### src/rtl/bist_lfsr_gen_if.sv
// rtl/bist_lfsr_gen_if.sv - control/status bundle between BIST controller and LFSR/MISR engine
interface bist_lfsr_gen_if #(
  parameter int WIDTH = 8,
  parameter int CNT_W = 16
);
  logic             mode;
  logic             start;
  logic [CNT_W-1:0] num_patterns;
  logic             seed_load;
  logic [WIDTH-1:0] seed_in;
  logic [WIDTH-1:0] data_in;
  logic [WIDTH-1:0] q;
  logic [CNT_W-1:0] count;
  logic             busy;
  logic             done;
  logic             lockup;

  modport master (
    output mode, start, num_patterns, seed_load, seed_in, data_in,
    input  q, count, busy, done, lockup
  );

  modport slave (
    input  mode, start, num_patterns, seed_load, seed_in, data_in,
    output q, count, busy, done, lockup
  );
endinterface

### src/rtl/bist_lfsr_gen.sv
// rtl/bist_lfsr_gen.sv - Galois LFSR pattern generator / MISR signature compactor with run counter
module bist_lfsr_gen #(
  parameter int               WIDTH = 8,
  parameter logic [WIDTH-1:0] POLY  = WIDTH'(8'h1C),
  parameter logic [WIDTH-1:0] SEED  = WIDTH'(8'hA5),
  parameter int               CNT_W = 16
) (
  input  logic            clk,
  input  logic            rst,
  bist_lfsr_gen_if.slave  bus
);

  typedef enum logic [1:0] {
    IDLE = 2'd0,
    RUN  = 2'd1,
    DONE = 2'd2
  } state_t;

  state_t           state;
  state_t           state_nxt;
  logic [WIDTH-1:0] q_r;
  logic [WIDTH-1:0] step_val;
  logic [WIDTH-1:0] tap_mask;
  logic [CNT_W-1:0] count_r;
  logic [CNT_W-1:0] count_inc;
  logic [CNT_W-1:0] n_r;
  logic             mode_r;
  logic             accept_seed;
  logic             accept_start;
  logic             do_step;

  // Stage 0 never takes a tap: it receives the feedback bit directly.
  assign tap_mask  = {POLY[WIDTH-1:1], 1'b0};
  assign count_inc = count_r + CNT_W'(1);

  always_comb begin
    step_val = {q_r[WIDTH-2:0], q_r[WIDTH-1]} ^ (tap_mask & {WIDTH{q_r[WIDTH-1]}});
    if (mode_r) begin
      step_val = step_val ^ bus.data_in;
    end
  end

  always_ff @(posedge clk or posedge rst) begin
    if (rst) begin
      state <= IDLE;
    end else begin
      state <= state_nxt;
    end
  end

  always_comb begin
    state_nxt    = state;
    accept_seed  = 1'b0;
    accept_start = 1'b0;
    do_step      = 1'b0;
    case (state)
      IDLE, DONE: begin
        // Reseeding wins over a coincident start and always returns to IDLE.
        if (bus.seed_load) begin
          accept_seed = 1'b1;
          state_nxt   = IDLE;
        end else if (bus.start) begin
          accept_start = 1'b1;
          state_nxt    = (bus.num_patterns == '0) ? DONE : RUN;
        end
      end
      RUN: begin
        do_step = 1'b1;
        if (count_inc == n_r) begin
          state_nxt = DONE;
        end
      end
      default: state_nxt = IDLE;
    endcase
  end

  always_ff @(posedge clk or posedge rst) begin
    if (rst) begin
      q_r     <= SEED;
      count_r <= '0;
      mode_r  <= 1'b0;
      n_r     <= '0;
    end else begin
      if (accept_seed) begin
        q_r <= bus.seed_in;
      end else if (do_step) begin
        q_r     <= step_val;
        count_r <= count_inc;
      end
      if (accept_start) begin
        mode_r  <= bus.mode;
        n_r     <= bus.num_patterns;
        count_r <= '0;
      end
    end
  end

  assign bus.q      = q_r;
  assign bus.count  = count_r;
  assign bus.busy   = (state == RUN);
  assign bus.done   = (state == DONE);
  // All-zero is a fixed point of the PRPG; in MISR mode data_in can still move it.
  assign bus.lockup = (q_r == '0) && !mode_r;

endmodule

### src/flat_wrapper.sv
// flat-port wrapper written by rule: the top's interface ports become plain ports
module bist_lfsr_gen_flat 
#(
  parameter int               WIDTH = 8,
  parameter logic [WIDTH-1:0] POLY  = WIDTH'(8'h1C),
  parameter logic [WIDTH-1:0] SEED  = WIDTH'(8'hA5),
  parameter int               CNT_W = 16
)
  (clk, rst, bus_mode, bus_start, bus_num_patterns, bus_seed_load, bus_seed_in, bus_data_in, bus_q, bus_count, bus_busy, bus_done, bus_lockup);
  bist_lfsr_gen_if #(.WIDTH(WIDTH), .CNT_W(CNT_W)) bus_i ();
  input  logic clk;
  input  logic rst;
  input wire logic [$bits(bus_i.mode)-1:0] bus_mode;
  input wire logic [$bits(bus_i.start)-1:0] bus_start;
  input wire logic [$bits(bus_i.num_patterns)-1:0] bus_num_patterns;
  input wire logic [$bits(bus_i.seed_load)-1:0] bus_seed_load;
  input wire logic [$bits(bus_i.seed_in)-1:0] bus_seed_in;
  input wire logic [$bits(bus_i.data_in)-1:0] bus_data_in;
  output wire logic [$bits(bus_i.q)-1:0] bus_q;
  output wire logic [$bits(bus_i.count)-1:0] bus_count;
  output wire logic [$bits(bus_i.busy)-1:0] bus_busy;
  output wire logic [$bits(bus_i.done)-1:0] bus_done;
  output wire logic [$bits(bus_i.lockup)-1:0] bus_lockup;
  assign bus_i.mode = bus_mode;
  assign bus_i.start = bus_start;
  assign bus_i.num_patterns = bus_num_patterns;
  assign bus_i.seed_load = bus_seed_load;
  assign bus_i.seed_in = bus_seed_in;
  assign bus_i.data_in = bus_data_in;
  assign bus_q = bus_i.q;
  assign bus_count = bus_i.count;
  assign bus_busy = bus_i.busy;
  assign bus_done = bus_i.done;
  assign bus_lockup = bus_i.lockup;
  bist_lfsr_gen #(.WIDTH(WIDTH), .POLY(POLY), .SEED(SEED), .CNT_W(CNT_W)) u_core (.clk(clk), .rst(rst), .bus(bus_i));
endmodule
### config.mk
export PLATFORM = sky130hd
export DESIGN_NAME = bist_lfsr_gen_flat
export DESIGN_NICKNAME = d
export VERILOG_FILES = /design/src/rtl/bist_lfsr_gen_if.sv /design/src/rtl/bist_lfsr_gen.sv /design/src/flat_wrapper.sv
export SDC_FILE = /design/constraint.sdc
export NUM_CORES = 1
export LEC_CHECK = 0
export CORE_UTILIZATION = 45
export CTS_CLUSTER_DIAMETER = 100
export DETAILED_ROUTE_END_ITERATION = 8
export GPL_ROUTABILITY_DRIVEN = 0
export PLACE_DENSITY = 0.86
export SLEW_MARGIN = 40
export SYNTH_ARGS = -nofsm -noshare
export SYNTH_HDL_FRONTEND = slang
export SYNTH_SLANG_ARGS = --single-unit
export TNS_END_PERCENT = 5
### constraint.sdc
create_clock -name clk -period 2.4 [get_ports clk]
set_clock_uncertainty 0.2 [all_clocks]
set_input_delay 0.72 -clock clk [delete_from_list [all_inputs] [get_ports clk]]
set_output_delay 0.72 -clock clk [all_outputs]
set_load 0.005 [all_outputs]
Word-level counts from Yosys, hierarchy flattened

Index checks and enable logic that the tools add are counted.

Flip-flop bits (word level): 43
Output and inout bits: 27
Logic and storage cells: 41

Add/sub/neg operators: 1
Eq/ne operators: 6
Mux-type cells: 17
Bitwise operators: 2
Reductions and logical operators: 10

Operator list:

| operator                | number |
|---|---|
| $mux W16                | 3 |
| $mux W8                 | 3 |
| $add A16 B1 Y16 const B | 1 |
| $eq A16 B16 Y1          | 1 |
| $logic_not A16 Y1       | 1 |
| $logic_not A8 Y1        | 1 |
| $mux W2                 | 4 |
| $xor A8 B5 Y8           | 1 |
| $xor A8 B8 Y8           | 1 |
| $mux W1                 | 6 |
| $pmux W2 S2             | 1 |
| $reduce_and A2 Y1       | 2 |
| $reduce_bool A2 Y1      | 2 |
| $ne A3 B3 Y1 const B    | 1 |
| $eq A2 B1 Y1 const B    | 1 |
| $eq A2 B2 Y1 const B    | 1 |
| $logic_not A2 Y1        | 1 |
| $ne A2 B1 Y1 const B    | 1 |
| $ne A2 B2 Y1 const B    | 1 |
| $reduce_or A2 Y1        | 1 |
| $logic_and A1 B1 Y1     | 1 |
| $logic_not A1 Y1        | 1 |

Logic depth before layout (Yosys ltp)

Gate-level depths: netlist of run 1.

Word-level depth: 5
Depth in mapped cells: 8

Least setup slack after synthesis of run 1

Ideal clock, no wire load.

Path type: register to register
Start point: register u_core.count_r[0], in the netlist u_core.bus.count[0]
End point: register u_core.state[0]
Setup time: 0.121 ns
Arrival: 2.315 ns
Required time: 2.079 ns
Path slack: -0.236 ns
Cell stages (with the launch flop): 9
Path buffers: 1
Cell sequence: dfrtp_1 -> ha_1 -> buf_2 -> nand3_1 -> or3_1 -> a2111oi_0 -> nand4_1 -> or4_1 -> a22o_1

Cells in the longest elaborated chain, start to end: 4

Ends and longest elaborated chain:

| item                        | RTL line            | source |
|---|---|---|
| from (decl)                 | bist_lfsr_gen.sv:24 | `logic [CNT_W-1:0] count_r;` |
| from (signal assigned)      | bist_lfsr_gen.sv:88 | `count_r <= count_inc;` |
| $add A16 B1 Y16             | bist_lfsr_gen.sv:34 | `assign count_inc = count_r + CNT_W'(1);` |
| $eq A16 B16 Y1              | bist_lfsr_gen.sv:69 | `if (count_inc == n_r) begin` |
| $ne A2 B1 Y1 (no line)      | --                  |  |
| $reduce_and A2 Y1 (no line) | --                  |  |
| to (signal assigned)        | bist_lfsr_gen.sv:47 | `state <= state_nxt;` |
| to (decl)                   | bist_lfsr_gen.sv:19 | `state_t state;` |

No other way between the ends.
A chain may end at the register's enable or synchronous reset.

Final worst setup path of run 1

Start point: register u_core.count_r[1], in the netlist u_core.bus.count[1]
End point: register u_core.state[0]

The elaborated chain is that of the path after synthesis.

==> flow_summary.toml, run 1 <==
[status]
status = "complete, but fails checks"
violations = "negative setup slack"

[power]
power_density_mw_per_mm2 = 992
p_leak_nw = 1.59
power_w = 0.00383
p_int_w = 0.00242
p_comb_share_pct = 51.4
p_clk_share_pct = 14.5
pwr-share-seq_pct = 34.1
power_switching_w = 0.00141
vdd_drop_max_mv = 0.552
swShare_pct = 36.9

[flow_run]
cap_violations = 0

[global_route]
antenna_found_initial = 0
grt_max_degree = 35
grt_pass1_wl_um = 12200
grt_util_all_layers_pct = 25.8
grt_pass1_vias = 2465
grt.overflow.total = 0

[timing]
tightest_slew_ns = 0.548
setup_ws_ns = -0.133
slew_viol_final = 0
grt_setup_unrepaired = "true"
hold_violations = 0
timing.final.crit_share_pct = 106
min_period_ns = 2.53
fin_hold_ws_ns = 0.337
max_slew_margin_pct = 63.3
fmax_mhz = 395
setup_viol = 2

[final_layout]
area_growth_syn_to_layout_pct = 48.2
drive_above_1_share_pct = 26.3
num-nets-final = 414
layoutNonFillerInstCount = 449
diodes = 0

[worst_setup_path]
rr_worst_depth = 7
worstPathRequired_ns = 2.39
cp-end-kind = "flip-flop"
crit_chain = "buf_4 -> and3_4 -> xnor2_2 -> mux2_4 -> a211o_1 -> or4_4 -> a22o_1"
slowest_stage = "or4_4"
critPathArrivalTime_ns = 2.52
reg2reg_slack_ns = -0.13
critical_path_class = "flip-flop to flip-flop"
critPathCapture = "u_core.state[0]"
max_stage_delay_ns = 0.53
crit_path_max_fanout = 4
startpoint = "u_core.bus.count[1]"
r2r_start = "u_core.bus.count[1]"
critPathLaunchType = "flip-flop"
r2r-end = "u_core.state[0]"

[synth]
synth_edf_count = 0
synth_cells = 277
syn_area_mm2 = 0.00260
synth_ff_type = "dfrtp_1"
yosysUniqueCellTypes = 43
yosysSeqAreaShare_pct = 41.5
async_reset_ff_share_pct = 100
syn_nets = 315
avgSynthCellArea_um2 = 9.40
synth-seq-cells = 43
synth_warnings = 0

[detailed_routing]
drt_iter0_drc = 122
dr_total_vias = 2507
ant_nets = 0
totalWireLength_um = 7540
wire_per_inst_um = 16.8
drt_pre_antenna_iters = 4
viasPerCell = 5.58
drcViolationCount = 0

[clock_network]
clk_pin_slew_ns = 0.08
clock_latency_ns = 0.30
cts_buffers = 5
h-tree-depth = 2
clk_path_buf_depth = 2
cts.sinks = 43
postCtsHoldBufs = 0
root_buffer = "clkbuf_8"
cts_tree = "done"

[placed_design]
dpl.hpwl_um = 5400
port_buffers = 63
dpl.cell_count = 439

[die]
row_count = 27
initial_core_util_pct = 47.0
die_area_mm2 = 0.00609
io-pin-count = 64
die_w_um = 78.1
die_h_um = 78.1
core-area_mm2 = 0.00554

[min_path]
hp-class = "flip-flop to flip-flop"
==> cell usage after synthesis (2+ instances only) <==
cell,count,share of area [%]
nand4_1,6,1.4
o31ai_1,4,1.2
and3_1,3,0.72
o21ai_0,25,4.8
mux2_2,18,7.8
clkbuf_1,15,2.2
nand3_1,10,1.9
buf_2,4,0.77
dfrtp_1,39,38
or3_1,3,0.72
dfstp_2,4,4.0
xor2_1,8,2.7
inv_1,5,0.72
a21oi_1,5,0.96
nor4_1,6,1.4
nor2_1,24,3.5
o41ai_1,3,1.0
a21o_1,2,0.58
a22o_1,2,0.67
nor3_1,2,0.38
xnor2_1,24,8.1
nand2_1,31,4.5
mux2i_1,14,5.4
==> cell usage in the layout (no fill, tap or decap), types with 3 or more instances in the layout <==
| cell | n |
|---|---|
| a21oi_1 | 5 |
| buf_4 | 46 |
| clkbuf_8 | 5 |
| clkdlybuf4s50_1 | 59 |
| dfrtp_1 | 36 |
| dfrtp_2 | 3 |
| dfstp_2 | 4 |
| inv_1 | 4 |
| mux2_2 | 17 |
| mux2i_1 | 14 |
| nand2_1 | 31 |
| nand3_1 | 8 |
| nand4_1 | 6 |
| nor2_1 | 24 |
| nor4_1 | 4 |
| o21ai_0 | 24 |
| o31ai_1 | 4 |
| o41ai_1 | 3 |
| xnor2_1 | 22 |
| xor2_1 | 8 |
==> worst min path at each step <==
stage,from,endpoint,slack [ns],depth (start not counted)
3_3_place_gp,u_core.n_r[9],u_core.n_r[9],0.31,1
4_1_cts,u_core.n_r[1],u_core.n_r[1],0.34,1
5_1_grt,u_core.state[0],u_core.bus.q[2],0.36,1
6_report,u_core.n_r[15],u_core.n_r[15],0.34,1
3_5_place_dp,u_core.n_r[4],u_core.n_r[4],0.32,1
2_1_floorplan,u_core.state[0],u_core.bus.q[2],0.29,1
==> per-layer routing <==
layer	GRT usage [%]	vias to the layer above	routed length, µm
met1	31.9	1178	3030
met5	0	-	0
met2	45.3	137	3740
met4	8.33	0	241
met3	4.77	25	524
li1	-	1167	-
==> cell type report <==
type / count / area, µm²
fill: 422 / 1680
multi-input combinational: 209 / 1530
sequential: 43 / 1080
timing repair buffer: 112 / 1020
tap: 72 / 90.1
clock buffer: 7 / 76.3
clock inverter: 1 / 30.0
inverter: 5 / 18.8
==> worst max-delay path, delay by kind of cell, from the launching register on <==
kind | cells | cell delay, ns
AO/OA/AOI/OAI | 2 | 0.45
XOR/XNOR | 1 | 0.15
buffers and inverters | 1 | 0.17
flip-flops | 1 | 0.42
multiplexers | 1 | 0.33
AND/OR/NAND/NOR | 2 | 0.71
==> power groups by stage <==
| stage | registers (W) | logic [W] | clock network (W) |
|---|---|---|---|
| after floorplan | 0.00124 | 0.00105 | 0 |
| after global placement | 0.00124 | 0.00172 | 0 |
| after detailed placement | 0.00126 | 0.00181 | 0 |
| after CTS | 0.00128 | 0.00186 | 0.000566 |
| after global routing | 0.00133 | 0.00215 | 0.000601 |
| final | 0.00130 | 0.00197 | 0.000555 |
==> metrics by stage <==
step | instance area [µm²] | worst slack [ns] | setup TNS (ns) | utilization, %
floorplan | 2610 | -0.176 | -0.241 | -
global placement | 3630 | -0.185 | -1.02 | 65.5
detailed placement | 3630 | -0.266 | -1.45 | 65.5
CTS | 3780 | -0.133 | -0.189 | 68.3
global route | 3860 | -0.232 | -0.542 | 69.6
finish | 3860 | -0.133 | -0.163 | 69.6
==> logic make-up (layout without fill, tap and decap cells) <==
kind of cell	Yosys count	count (layout)	synth area share [%]
simple gates	95	95	18.7
compound gates	49	49	11.5
flops	43	43	41.5
xor+xnor	32	32	10.8
mux	32	32	13.2
buf+inv	25	125	3.80
fa+ha+maj	1	1	0.481
==> state kept, by name (all words and copies together) (netlist names) <==
name / count
u_core.n_r: 16
u_core.mode_r: 1
u_core.bus.q: 8
u_core.bus.count: 16
u_core.state: 2
==> repair_timing <==
item                                   in CTS  in global routing
pin swaps                                   2                  8
setup buffers                               0                  2
setup endpoints to repair                   5                  4
gates resized for setup                    19                 12
endpoints found under the hold margin       0                  0
Note: power is estimated with default switching activity, not from simulation.
==> run 2: changes to the inputs <==
--- a/config.mk
+++ b/config.mk
@@ -5,11 +5,11 @@
 export SDC_FILE = /design/constraint.sdc
 export NUM_CORES = 1
 export LEC_CHECK = 0
-export CORE_UTILIZATION = 45
+export CORE_UTILIZATION = 53
 export CTS_CLUSTER_DIAMETER = 100
 export DETAILED_ROUTE_END_ITERATION = 8
 export GPL_ROUTABILITY_DRIVEN = 0
-export PLACE_DENSITY = 0.86
+export PLACE_DENSITY = 0.94
 export SLEW_MARGIN = 40
 export SYNTH_ARGS = -nofsm -noshare
 export SYNTH_HDL_FRONTEND = slang
==> constraint.sdc (replaced) <==
create_clock -name clk -period 3 [get_ports clk]
set_clock_uncertainty 0.2 [all_clocks]
set_input_delay 0.9 -clock clk [delete_from_list [all_inputs] [get_ports clk]]
set_output_delay 0.9 -clock clk [all_outputs]
set_load 0.005 [all_outputs]
==> run 2 against run 1 <==
  * The run now ends clean
  * Clock-buffer cell count grew 1
  * Cell area fell by 12%
  * Global-route usage up 0.57 points
  * First-iteration DRC count down 17%
  * Cell count shrank 10%
  * Highest routed layer unchanged
==> flow_summary.toml, run 2 (same netlist as run 1, synthesis figures left out) <==
[final_layout]
layout_common_cells = "clkdlybuf4s50_1 (63), dfrtp_1 (39), nand2_1 (31), o21ai_0 (25), xnor2_1 (24)"
area_growth_syn_to_layout_pct = 30.9
drive_above_1_share_pct = 13.1
num-nets-final = 372
fill_cells = 348
diodes = 0
final_common_cell = "clkdlybuf4s50_1"
layoutNonFillerInstCount = 402

[global_route]
grt-busiest-layer = "met2"
grt_util_all_layers_pct = 26.3
grt_pass1_vias = 2259
use_met1_pct = 33.9
use_met3_pct = 5.14
grt_pass1_wl_um = 10600
grt_max_degree = 44
antenna_found_initial = 0
met2_usage_pct = 44.1
grt.overflow.total = 0

[detailed_routing]
viasPerCell = 5.77
drcViolationCount = 0
drt_iter0_drc = 101
wire_per_inst_um = 15.8
ant_nets = 0
dr_total_vias = 2321
drt_pre_antenna_iters = 4
totalWireLength_um = 6340

[timing]
max_slew_margin_pct = 61.8
slew_viol_final = 0
tightest_slew_ns = 0.572
setup_viol = 0
grt_setup_unrepaired = "false"
fmax_mhz = 345
hold_violations = 0
min_period_ns = 2.90
fin_hold_ws_ns = 0.333
timing.final.crit_share_pct = 96.7

[power]
p_comb_share_pct = 44.7
p_clk_share_pct = 15.1
power_w = 0.00267
p_int_w = 0.00170
pwr-share-seq_pct = 40.2
swShare_pct = 36.3
power_density_mw_per_mm2 = 783
p_leak_nw = 1.34
power_switching_w = 0.000968
vdd_drop_max_mv = 0.406

[die]
initial_core_util_pct = 55.1
die_h_um = 72.1
core-area_mm2 = 0.00472
row_count = 25
die_w_um = 72.1
die_area_mm2 = 0.00519
io-pin-count = 64

[clock_network]
cts.sinks = 43
cts_resized = 0
cts_tree = "done"
root_buffer = "clkbuf_8"
postCtsHoldBufs = 0
h-tree-depth = 2
cts_buffers = 5
clock_latency_ns = 0.30
post_cts_buffers = 0
clk_pin_slew_ns = 0.08
clk_path_buf_depth = 2

[worst_setup_path]
r2r_start = "u_core.bus.count[1]"
critPathArrivalTime_ns = 1.80
critPathCapture = "bus_lockup"
worstPathRequired_ns = 1.90
rr_worst_depth = 7
startpoint = "u_core.bus.q[7]"
crit_path_max_fanout = 7
critPathLaunchType = "flip-flop"
cp-end-kind = "primary output"
crit_chain = "nor4_2 -> nand2_1 -> nor4_1 -> clkdlybuf4s50_1"
critical_path_class = "flip-flop to primary output"
max_stage_delay_ns = 0.54
slowest_stage = "clkdlybuf4s50_1"
reg2reg_slack_ns = 0.17
r2r-end = "u_core.state[0]"

[placed_design]
dpl.hpwl_um = 4650
port_buffers = 63
dpl.cell_count = 394

[min_path]
hold_depth = 1
hp-class = "flip-flop to flip-flop"

[status]
status = "finished, final reports clean"

[flow_run]
cap_violations = 0
run 2: cell types whose count changed in the layout (fill, tap and decap cells not counted), sizes merged:
cell,delta
buf,-43
bufinv,-1
clkbuf,+1
clkdlybuf4s50,+4
dlygate4sd2,-2
dlymetal6s2s,-1
run 2: power groups by stage:
stage                     Sequential (W)  Clock, W  Combinational, W
after floorplan                 0.000988         0          0.000816
after global placement           0.00106         0           0.00112
after detailed placement         0.00108         0           0.00116
after CTS                        0.00106  0.000411           0.00116
after global routing             0.00111  0.000436           0.00132
final                            0.00107  0.000403           0.00119
run 2: worst max-delay path, delay by kind of cell, from the launching register on:
family	cells	cell delay, ns
and+or+nand+nor	3	0.55
DFF	1	0.43
buffers and inverters	1	0.54
run 2: cell type report:
class	count	area, µm²	share of cell area [%]
sequential	43	1080	31.7
clock buffer	8	100	2.94
multi-input combinational	209	1440	42.3
timing repair buffer	70	683	20.1
tap	67	83.8	2.46
inverter	5	18.8	0.551
run 2: how the worst min path moves through the flow:
stage | startpoint | to
4_1_cts | u_core.state[0] | u_core.bus.q[2]
3_5_place_dp | u_core.n_r[15] | u_core.n_r[15]
3_3_place_gp | u_core.n_r[8] | u_core.n_r[8]
5_1_grt | u_core.n_r[8] | u_core.n_r[8]
2_1_floorplan | u_core.state[0] | u_core.bus.q[2]
6_report | u_core.n_r[14] | u_core.n_r[14]
run 2: per-layer routing:
layer	vias to the layer above	wire length, µm
li1	1084	-
met1	1104	2710
met2	116	3070
met3	17	422
met4	0	137
met5	-	0
run 2: per-stage QoR:
stage / cell area (µm²) / utilization (%) / setup TNS (ns) / setup slack, ns
floorplan: 2600 / - / 0 / 0.364
global route: 3410 / 72.1 / 0 / 0.0298
global placement: 3290 / 69.6 / 0 / 0.0685
finish: 3410 / 72.1 / 0 / 0.100
CTS: 3390 / 71.8 / 0 / 0.0351
detailed placement: 3290 / 69.6 / -0.0829 / -0.0810
